File: src/rtl/fsm_pkg.sv
// rtl/fsm_pkg.sv - shared FSM encodings and defaults for the button front end
package fsm_pkg;

  typedef enum logic [1:0] {
    RELEASED  = 2'd0,
    ARMING    = 2'd1,
    HELD      = 2'd2,
    DISARMING = 2'd3
  } debounce_state_t;

  localparam int DEFAULT_DEBOUNCE_CYCLES = 4;
  localparam int DEFAULT_SYNC_STAGES     = 2;

endpackage

File: src/rtl/press_debouncer_if.sv
// rtl/press_debouncer_if.sv - raw button in, debounced level and edge pulses out
interface press_debouncer_if;

  logic ButtonRaw;
  logic Press;
  logic Release;
  logic Level;

  modport master (output ButtonRaw, input Press, input Release, input Level);
  modport slave  (input ButtonRaw, output Press, output Release, output Level);

endinterface

File: src/rtl/sync_chain.sv
// rtl/sync_chain.sv - multi-flop synchroniser with async active-low clear
module sync_chain #(
  parameter int STAGES = 2
) (
  input  logic clock,
  input  logic reset_n,
  input  logic d,
  output logic q
);

  logic [STAGES-1:0] ff;

  always_ff @(posedge clock or negedge reset_n) begin
    if (!reset_n) begin
      ff <= '0;
    end else begin
      ff <= {ff[STAGES-2:0], d};
    end
  end

  assign q = ff[STAGES-1];

endmodule

File: src/rtl/press_debouncer.sv
// rtl/press_debouncer.sv - synchronise and debounce a push button, emit press/release pulses
module press_debouncer
  import fsm_pkg::*;
#(
  parameter int SYNC_STAGES     = DEFAULT_SYNC_STAGES,
  parameter int DEBOUNCE_CYCLES = DEFAULT_DEBOUNCE_CYCLES,
  parameter int CNT_W           = $clog2(DEBOUNCE_CYCLES) + 1
) (
  input  logic               clock,
  input  logic               reset_n,
  press_debouncer_if.slave   btn
);

  localparam logic [CNT_W-1:0] CNT_MAX = CNT_W'(DEBOUNCE_CYCLES - 1);
  localparam logic [CNT_W-1:0] CNT_ONE = CNT_W'(1);

  logic            btn_s;
  debounce_state_t state, state_nxt;
  logic [CNT_W-1:0] cnt, cnt_nxt;
  logic            press_q, release_q, level_q;
  logic            press_nxt, release_nxt, level_nxt;

  sync_chain #(
    .STAGES (SYNC_STAGES)
  ) u_sync (
    .clock   (clock),
    .reset_n (reset_n),
    .d       (btn.ButtonRaw),
    .q       (btn_s)
  );

  // Outputs are registered alongside the state so they change only on the clock edge.
  always_ff @(posedge clock or negedge reset_n) begin
    if (!reset_n) begin
      state     <= RELEASED;
      cnt       <= '0;
      press_q   <= 1'b0;
      release_q <= 1'b0;
      level_q   <= 1'b0;
    end else begin
      state     <= state_nxt;
      cnt       <= cnt_nxt;
      press_q   <= press_nxt;
      release_q <= release_nxt;
      level_q   <= level_nxt;
    end
  end

  always_comb begin
    state_nxt = state;
    cnt_nxt   = cnt;
    case (state)
      RELEASED: begin
        if (btn_s) begin
          state_nxt = ARMING;
          cnt_nxt   = CNT_ONE;
        end
      end
      ARMING: begin
        if (!btn_s) begin
          state_nxt = RELEASED;
          cnt_nxt   = '0;
        end else if (cnt == CNT_MAX) begin
          state_nxt = HELD;
          cnt_nxt   = '0;
        end else begin
          cnt_nxt = cnt + CNT_ONE;
        end
      end
      HELD: begin
        if (!btn_s) begin
          state_nxt = DISARMING;
          cnt_nxt   = CNT_ONE;
        end
      end
      DISARMING: begin
        if (btn_s) begin
          state_nxt = HELD;
          cnt_nxt   = '0;
        end else if (cnt == CNT_MAX) begin
          state_nxt = RELEASED;
          cnt_nxt   = '0;
        end else begin
          cnt_nxt = cnt + CNT_ONE;
        end
      end
      default: begin
        state_nxt = RELEASED;
        cnt_nxt   = '0;
      end
    endcase
  end

  // Pulses fire on the qualifying transition only, so a held button never repeats.
  always_comb begin
    press_nxt   = (state == ARMING) && (state_nxt == HELD);
    release_nxt = (state == DISARMING) && (state_nxt == RELEASED);
    level_nxt   = (state_nxt == HELD) || (state_nxt == DISARMING);
  end

  assign btn.Press   = press_q;
  assign btn.Release = release_q;
  assign btn.Level   = level_q;

endmodule
File: src/flat_wrapper.sv
// flat-port wrapper written by rule: the top's interface ports become plain ports
module press_debouncer_flat import fsm_pkg::*;
#(
  parameter int SYNC_STAGES     = DEFAULT_SYNC_STAGES,
  parameter int DEBOUNCE_CYCLES = DEFAULT_DEBOUNCE_CYCLES,
  parameter int CNT_W           = $clog2(DEBOUNCE_CYCLES) + 1
)
  (clock, reset_n, btn_ButtonRaw, btn_Press, btn_Release, btn_Level);
  press_debouncer_if btn_i ();
  input  logic clock;
  input  logic reset_n;
  input wire logic [$bits(btn_i.ButtonRaw)-1:0] btn_ButtonRaw;
  output wire logic [$bits(btn_i.Press)-1:0] btn_Press;
  output wire logic [$bits(btn_i.Release)-1:0] btn_Release;
  output wire logic [$bits(btn_i.Level)-1:0] btn_Level;
  assign btn_i.ButtonRaw = btn_ButtonRaw;
  assign btn_Press = btn_i.Press;
  assign btn_Release = btn_i.Release;
  assign btn_Level = btn_i.Level;
  press_debouncer #(.SYNC_STAGES(SYNC_STAGES), .DEBOUNCE_CYCLES(DEBOUNCE_CYCLES), .CNT_W(CNT_W)) u_core (.clock(clock), .reset_n(reset_n), .btn(btn_i));
endmodule
File: config.mk
export PLATFORM = sky130hd
export DESIGN_NAME = press_debouncer_flat
export DESIGN_NICKNAME = d
export VERILOG_FILES = /design/src/rtl/fsm_pkg.sv /design/src/rtl/press_debouncer_if.sv /design/src/rtl/sync_chain.sv /design/src/rtl/press_debouncer.sv /design/src/flat_wrapper.sv
export SDC_FILE = /design/constraint.sdc
export NUM_CORES = 1
export LEC_CHECK = 0
export CAP_MARGIN = 25
export CELL_PAD_IN_SITES_DETAIL_PLACEMENT = 2
export CELL_PAD_IN_SITES_GLOBAL_PLACEMENT = 2
export CORE_AREA = 2 2 39 41
export CTS_BUF_LIST = sky130_fd_sc_hd__clkbuf_16
export DETAILED_ROUTE_END_ITERATION = 16
export DIE_AREA = 0 0 41 43
export HOLD_SLACK_MARGIN = 0.05
export PLACE_DENSITY = 0.67
export SETUP_SLACK_MARGIN = 0.05
export SYNTH_ARGS = -nofsm -noshare
export SYNTH_HDL_FRONTEND = slang
export SYNTH_SLANG_ARGS = --single-unit
File: constraint.sdc
create_clock -name clock -period 1.7 [get_ports clock]
set_clock_uncertainty 0.2 [all_clocks]
set_input_delay 0.17 -clock clock [delete_from_list [all_inputs] [get_ports clock]]
set_output_delay 0.17 -clock clock [all_outputs]
set_load 0.005 [all_outputs]
**Yosys cells after proc, flatten, opt, wreduce, memory -nomap -nowiden**

Cells that the tools add are included.

- Register bits: 10
- Bits of input ports: 3
- Output and inout port bits: 3

- $add $sub $neg: 1
- Equal/unequal tests: 8
- Muxes and demuxes: 13
- Reduce and logical (&&, ||, !) cells: 6

Operators by type and width:

| kind | count |
|---|---|
| two-way mux 3 bit | 5 |
| two-way mux 2 bit | 6 |
| case mux 3 bit (4 select lines) | 1 |
| == test 2 bit, second input constant | 4 |
| case mux 2 bit (4 select lines) | 1 |
| logical NOT 2 bit | 2 |
| inequality test 2 bit, second input constant | 2 |
| adder 3 x 1 -> 3 bit, second input constant | 1 |
| == test 3 x 2 -> 1 bit, second input constant | 1 |
| == test 2 x 1 -> 1 bit, second input constant | 1 |
| logical AND 1 bit | 2 |
| AND reduction 2 bit | 1 |
| logical OR 1 bit | 1 |

**Logic depth before layout (Yosys ltp)**

Gate-level depths: netlist (run 1).

- Depth in word-level cells: 6
- Depth in mapped cells: 4

**By module**

Synthesis (run 1) repeated with hierarchy kept, for this count alone.

- Cells, all modules: 26
- Area total of the unflattened synthesis: 352.8 um^2

By module, submodules not included:

| module | instances | cells an instance | area an instance (um^2) | sequential area each (um^2) |
|---|---|---|---|---|
| press_debouncer | 1 | 24 | 302.8 | 175.2 |
| sync_chain | 1 | 2 | 50.0 | 50.0 |

**Worst setup path before layout (run 1)**

OpenSTA, ideal clock, no wires.

- Path kind: register -> register
- From: register u_core.cnt[0]
- To: register u_core.level_q (netlist: u_core.btn.Level)
- Library setup time: 0.125 ns
- Data arrival time: 1.122 ns
- Data required time: 1.375 ns
- Path slack: 0.254 ns
- Stages on the path, launching flop included: 5
- Path buffers: 0
- Period minus slack after synthesis: 1.446 ns
- Cell sequence: dfrtp_1 ha_1 nor2b_4 nand2_2 mux2_2

- Cells in the longest elaborated chain, start to end: 6
- Elaborated cells between the ends (all ways): 9
- Those cells by class: eq/ne (3); mux (5); reduce/logical (1)

Ends and longest elaborated chain:

| item | line | RTL |
|---|---|---|
| start, declared | press_debouncer.sv:19 | `logic [CNT_W-1:0] cnt, cnt_nxt;` |
| start signal, assigned | press_debouncer.sv:42 | `cnt <= cnt_nxt;` |
| == test 3 x 2 -> 1 bit * | press_debouncer.sv:63, press_debouncer.sv:80 |  |
| two-way mux 2 bit, on equally long branches | press_debouncer.sv:80, press_debouncer.sv:63 |  |
| two-way mux 2 bit, on equally long branches | press_debouncer.sv:77, press_debouncer.sv:60 |  |
| case mux 2 bit (4 select lines) * | press_debouncer.sv:52 | `case (state)` |
| == test 2 bit | press_debouncer.sv:98 | `level_nxt = (state_nxt == HELD) \|\| (state_nxt == DISARMING);` |
| logical OR 1 bit * | press_debouncer.sv:98 |  |
| net u_core.level_nxt | press_debouncer.sv:21 | `logic press_nxt, release_nxt, level_nxt;` |
| end signal, assigned | press_debouncer.sv:45 | `level_q <= level_nxt;` |
| end, declared | press_debouncer.sv:20 | `logic press_q, release_q, level_q;` |

The timed path passes the listed nets; every way through them passes the cells marked *.
A chain may end at the register's enable or synchronous reset.

**Worst setup path in the final report (run 1)**

Same ends and word-level chain as after synthesis.

==> key figures, run 1 <==
Placed design
  – Routability cong.: 0.671
  – IO Port Bufs: 5
  – Detailed placer's ending HPWL: 556 µm
  – Placed instance area: 467 µm²
  – Worst slack, placed: 0.185 ns

Floorplanning
  – Die height: 43 µm
  – Count of pins on the block boundary: 6
  – Die Area: 1760 µm²
  – Floorplan row count: 14
  – Die width: 41 µm
  – Initial core utilization: 28.7%
  – Area of the core: 1380 µm²

Clock network
  – Library cell used as clock root buffer: clkbuf_16
  – Clock-pin slew of the registers on the worst-case setup and hold paths: 0.04 ns
  – Clock insertion delay at the later pin of the skew report: 0.23 ns
  – Post-CTS Setup Bufs: 0
  – TritonCTS clock tree: yes
  – Clk sink count: 10
  – Maximum clock path buffer count: 2
  – Clock buffers created by TritonCTS: 3
  – Maximum level of the CTS H-tree: 1
  – Count of instances resized after the clock tree is built: 0
  – Hold_buf cts: 0

Timing
  – Part of the cycle the worst path needs: 90.2%
  – Setup TNS after final layout: 0 ns
  – Unrepaired setup endpoints after global routing: no
  – Max Clock Freq: 652 MHz
  – Final hold violation count: 0
  – Worst rel slew slack: 69.6%
  – Max-slew violations: 0
  – Least setup slack across all paths after layout: 0.167 ns
  – Slew at the pin closest to its max-slew limit: 0.454 ns
  – Min Clock Period, post-route: 1.53 ns
  – Final setup violating endpoints: 0

Detailed routing
  – WL final: 785 µm
  – Vias per std cell: 4.85
  – Starting DRC count in detailed routing: 0
  – Routed WL per cell: 14.8 µm
  – Final ANT Viol Nets: 0
  – First-pass iteration count of the detailed router: 1
  – Post-detailed-route DRC marker count: 0
  – Via count: 257

Finish
  – Post-layout util: 39.4%
  – Area overhead of the layout relative to synthesis: 37.5%
  – Count of inserted antenna diode cells: 0
  – Share of post-route cells with drive strength above 1: 18.9%
  – Post-route cell area: 546 µm²
  – Net count of the finished layout: 42

Worst setup path
  – Kind of end point of the critical path: register
  – R2r startpoint: u_core.cnt[0]
  – Delay-heaviest family, CP: flip-flops
  – Max Fanout on Critical Path: 4
  – Data required time of the worst path: 1.61 ns
  – Type of the worst setup path: register to register
  – Critical-path cell list: ha_1 > nor2b_4 > nand2_2 > mux2_2
  – Kind of launch point of the worst setup path: register
  – First element of the critical path: u_core.cnt[0]
  – Worst reg-to-reg path cell count: 4
  – Worst path max stage delay: 0.39 ns
  – WP data arrival: 1.45 ns
  – Crit path depth: 4
  – Combined buffer and inverter count along the critical path: 0
  – Max stage delay cell, worst path: dfrtp_1

Synth
  – Yosys synthesis warning count: 0
  – Register bit total from synthesis: 10
  – Synth top area share: 63.1%
  – Mean Syn Cell Area: 14.2 µm²
  – Post-synth top area cell: dfrtp_1
  – Cell types occupying the most area after synthesis: dfrtp_1, nor3b_1, o21a_1, nor2b_4, ha_1
  – Synth unique cells: 16
  – Cell area after synthesis: 397 µm²
  – Synth Instances: 28
  – Sequential element share of the synthesized area: 63.1%
  – Mapped Nets: 32

Global route
  – Overall routing resource usage: 12.3%
  – Number of global-route vias before repair: 273
  – Wire length of the first global-routing pass: 1350 µm
  – Pin count of the biggest net entering global routing: 11
  – Antenna violations before repair: 0
  – Overflow left after global routing: 0

Pwr
  – Max IR drop VDD: 719 µV
  – Pwr Total: 0.986 mW
  – Cell Pwr Density: 1810 nW/µm²
  – Reported leakage power: 0.232 nW

Job
  – Number of violations of the max-capacitance limit: 0

Outcome
  – Outcome: complete, no violations

Min path
  – Tightest Hold Check Type: primary input to asynchronous set/reset pin
-- placed cells by master (no fill, tap or decap) --
cell / instances
clkbuf_16: 3
nor3b_2: 1
xnor2_1: 1
mux2_1: 1
nand2_1: 1
nand2_2: 1
xor2_1: 1
o21ai_0: 2
dfrtp_1: 10
clkinv_1: 1
nand4b_1: 1
nor3b_1: 2
a21oi_1: 1
mux2_2: 1
clkdlybuf4s50_1: 5
ha_1: 1
o21a_1: 2
nor2b_4: 1
nor2_1: 1
-- cells by family (layout without fill, tap and decap cells) --
group	after synthesis	in the layout	share of synthesized area [%]
AO/OA/AOI/OAI	5	5	7.57
flip-flops	10	10	63.1
AND/OR/NAND/NOR	8	8	16.1
multiplexers	2	2	5.68
XOR/XNOR	2	2	4.42
buffers and inverters	0	9	0
adder cells (fa/ha/maj)	1	1	3.15
-- stage by stage --
| step | hold WS (ns) | cells |
|---|---|---|
| detailed placement | 0.138 | 49 |
| global route | 0.0714 | 53 |
| CTS | 0.0587 | 53 |
| finish | 0.0586 | 53 |
| global placement | 0.140 | 49 |
| floorplan | -0.326 | 28 |
-- synthesized netlist by cell type --
master    number
dfrtp_1       10
nor3b_1        2
o21a_1         2
o21ai_0        2
a21oi_1        1
ha_1           1
mux2_1         1
mux2_2         1
nand2_1        1
nand2_2        1
nand4b_1       1
nor2_1         1
nor2b_4        1
nor3b_2        1
xnor2_1        1
xor2_1         1
-- state kept, by name (all words and copies together) (netlist names) --
signal and cells:
u_core.btn.Press 1, u_core.btn.Level 1, u_core.cnt 3, u_core.state 2, u_core.btn.Release 1, u_core.u_sync.ff 2
-- area by class of cell --
cell class                 count  area [µm²]
multi-input combinational     18         146
clock inverter                 1        3.75
timing repair buffer           5        50.0
fill                         143         838
sequential                    10         250
clock buffer                   3        75.1
tap                           16        20.0
-- metal layers --
| layer | track usage (%) | up-vias | part of all wire (%) |
|---|---|---|---|
| met5 | 0 | - | 0 |
| met4 | 8.00 | 0 | 0 |
| met3 | 4.71 | 0 | 2.2 |
| met2 | 14.7 | 3 | 52 |
| met1 | 17.7 | 138 | 46 |
| li1 | - | 116 | - |
-- where the power goes --
part,total (mW),internal (mW),switching [mW],leakage (nW)
clock,0.407,0.307,0.0993,0.0385
combinational,0.212,0.118,0.0942,0.0672
sequential,0.367,0.300,0.0671,0.126
-- final timing paths --
check | to | slack (ns)
worst max-delay path | u_core.btn.Level | 0.17
max in group asynchronous | u_core.btn.Release | 0.93
worst min-delay path | u_core.cnt[0] | 0.06
min in group clock | u_core.u_sync.ff[1] | 0.15
worst max register to register | u_core.btn.Level | 0.17
worst min register to register | u_core.u_sync.ff[1] | 0.15
-- worst register-to-register path: stages (launching register included) --
cell	delay (ns)
dfrtp_1	0.39
ha_1	0.23
nor2b_4	0.15
nand2_2	0.11
mux2_2	0.33
Power figures use the tool's default switching activity.
==> run 2: changes to the inputs <==
--- a/config.mk
+++ b/config.mk
@@ -13,7 +13,7 @@
 export DETAILED_ROUTE_END_ITERATION = 16
 export DIE_AREA = 0 0 41 43
 export HOLD_SLACK_MARGIN = 0.05
-export PLACE_DENSITY = 0.67
+export PLACE_DENSITY_LB_ADDON = 0.1
 export SETUP_SLACK_MARGIN = 0.05
 export SYNTH_ARGS = -nofsm -noshare
 export SYNTH_HDL_FRONTEND = slang
==> key figures, run 2 (same netlist as run 1, synthesis figures left out) <==
Outcome
  – Outcome: complete, no violations

Worst setup path
  – Data required time of the worst path: 1.61 ns
  – Type of the worst setup path: register to register
  – R2r startpoint: u_core.cnt[0]
  – Worst reg2reg setup slack: 0.16 ns
  – CP endpoint: u_core.btn.Level
  – Max Fanout on Critical Path: 4
  – FF-to-FF End: u_core.btn.Level
  – Kind of launch point of the worst setup path: register
  – First element of the critical path: u_core.cnt[0]
  – Kind of end point of the critical path: register
  – Worst reg-to-reg path cell count: 4
  – WP data arrival: 1.45 ns

Placed design
  – IO Port Bufs: 5
  – Number of placed instances, taps included: 49
  – Placed instance area: 467 µm²
  – Routability cong.: 0.623

Detailed routing
  – Via count: 242
  – WL final: 706 µm
  – Final ANT Viol Nets: 0
  – Vias per std cell: 4.65
  – Starting DRC count in detailed routing: 1
  – Routed WL per cell: 13.6 µm
  – Post-detailed-route DRC marker count: 0
  – First-pass iteration count of the detailed router: 2

Timing
  – Slew at the pin closest to its max-slew limit: 0.434 ns
  – Unrepaired setup endpoints after global routing: no
  – Part of the cycle the worst path needs: 90.5%
  – Max-slew violations: 0
  – Final setup violating endpoints: 0
  – Final hold violation count: 0
  – Min Clock Period, post-route: 1.54 ns
  – Setup TNS after final layout: 0 ns
  – Worst rel slew slack: 71.0%
  – Max Clock Freq: 650 MHz

Global route
  – Pin count of the biggest net entering global routing: 11
  – Antenna violations before repair: 0
  – Overflow left after global routing: 0
  – Overall routing resource usage: 11.0%
  – Global routing usage on met2: 16.6%
  – Most used routing layer: met2
  – Wire length of the first global-routing pass: 1190 µm
  – Number of global-route vias before repair: 285
  – Met1 track demand over resource in global routing: 11.4%
  – Met3 global-route usage: 4.71%

Pwr
  – Cell Pwr Density: 1780 nW/µm²
  – Internal power component: 0.721 mW
  – Comb power frac: 21.3%
  – Net switching power figure: 0.242 mW
  – Clock network fraction of total power: 40.9%
  – Power share of the sequential group: 37.8%
  – Pwr Total: 0.963 mW
  – Sw Ratio: 25.1%
  – Max IR drop VDD: 645 µV
  – Reported leakage power: 0.230 nW

Clock network
  – Clk sink count: 10
  – Clock buffers created by TritonCTS: 3
  – Clock insertion delay at the later pin of the skew report: 0.23 ns
  – Maximum clock path buffer count: 2
  – Post-CTS Setup Bufs: 0
  – Maximum level of the CTS H-tree: 1
  – Clock-pin slew of the registers on the worst-case setup and hold paths: 0.04 ns
  – Count of instances resized after the clock tree is built: 0
  – TritonCTS clock tree: yes
  – Hold_buf cts: 0
  – Library cell used as clock root buffer: clkbuf_16

Finish
  – Register ranked first by flip-flop count: u_core.cnt
  – Largest registers: u_core.cnt: 3 flops, u_core.state: 2 flops, u_core.u_sync.ff: 2 flops
  – Max reg flops: 3
  – Share of post-route cells with drive strength above 1: 19.4%
  – Net count of the finished layout: 42
  – Post-layout util: 39.2%
  – Post-route cell area: 542 µm²
  – Non-filler instance count after layout: 52
  – Area overhead of the layout relative to synthesis: 36.6%
  – Commonest non-fill, non-tap cells in the layout: dfrtp_1, clkdlybuf4s50_1, clkbuf_16
  – Leading cell type in the layout, fill and taps excluded: dfrtp_1
  – Count of inserted antenna diode cells: 0

Floorplanning
  – Die Area: 1760 µm²
  – Area of the core: 1380 µm²
  – Count of pins on the block boundary: 6
  – Die height: 43 µm
  – Initial core utilization: 28.7%
  – Floorplan row count: 14
  – Die width: 41 µm

Job
  – Number of violations of the max-capacitance limit: 0

Min path
  – Tightest Hold Check Type: primary input to asynchronous set/reset pin
## run 2: cell count changes in the layout (fill, tap and decap cells not counted)
cell and delta:
clkinv_1 -1
## run 2: area by class of cell
type / count / area [µm²]
Fill cell: 148 / 842
Timing Repair Buffer: 5 / 50.0
Clock buffer: 3 / 75.1
Sequential cell: 10 / 250
Tap cell: 16 / 20.0
Multi-Input combinational cell: 18 / 146
## run 2: per-stage QoR
stage          worst slack [ns]  hold WS (ns)
4_1_cts                   0.144        0.0648
3_3_place_gp              0.204         0.143
5_1_grt                   0.112        0.0837
6_report                  0.162        0.0509
3_5_place_dp              0.160         0.136
2_1_floorplan             0.254        -0.326
## run 2: worst min path at each step
stage,start,endpoint,slack (ns)
3_5_place_dp,u_core.u_sync.ff[0],u_core.u_sync.ff[1],0.14
4_1_cts,reset_n,u_core.state[1],0.06
6_report,reset_n,u_core.state[1],0.05
2_1_floorplan,reset_n,u_core.btn.Level,-0.33
3_3_place_gp,u_core.u_sync.ff[0],u_core.u_sync.ff[1],0.14
5_1_grt,reset_n,u_core.state[1],0.08
## run 2: routing by layer
layer | vias up | share of wire [%]
met5 | - | 0
met4 | 0 | 0
met1 | 124 | 40
met2 | 2 | 58
li1 | 116 | -
met3 | 0 | 2.3
## run 2: critical path, cell delays in order (launching register included)
cell,delay (ns)
dfrtp_1,0.39
ha_1,0.23
nor2b_4,0.15
nand2_2,0.11
mux2_2,0.34
## run 2: power by group through the flow
stage	Clock, mW	Combinational, mW	Sequential [mW]
final	0.394	0.205	0.364
after global routing	0.418	0.235	0.373
after CTS	0.405	0.215	0.365
after detailed placement	0	0.214	0.366
after global placement	0	0.201	0.361
after floorplan	0	0.142	0.352
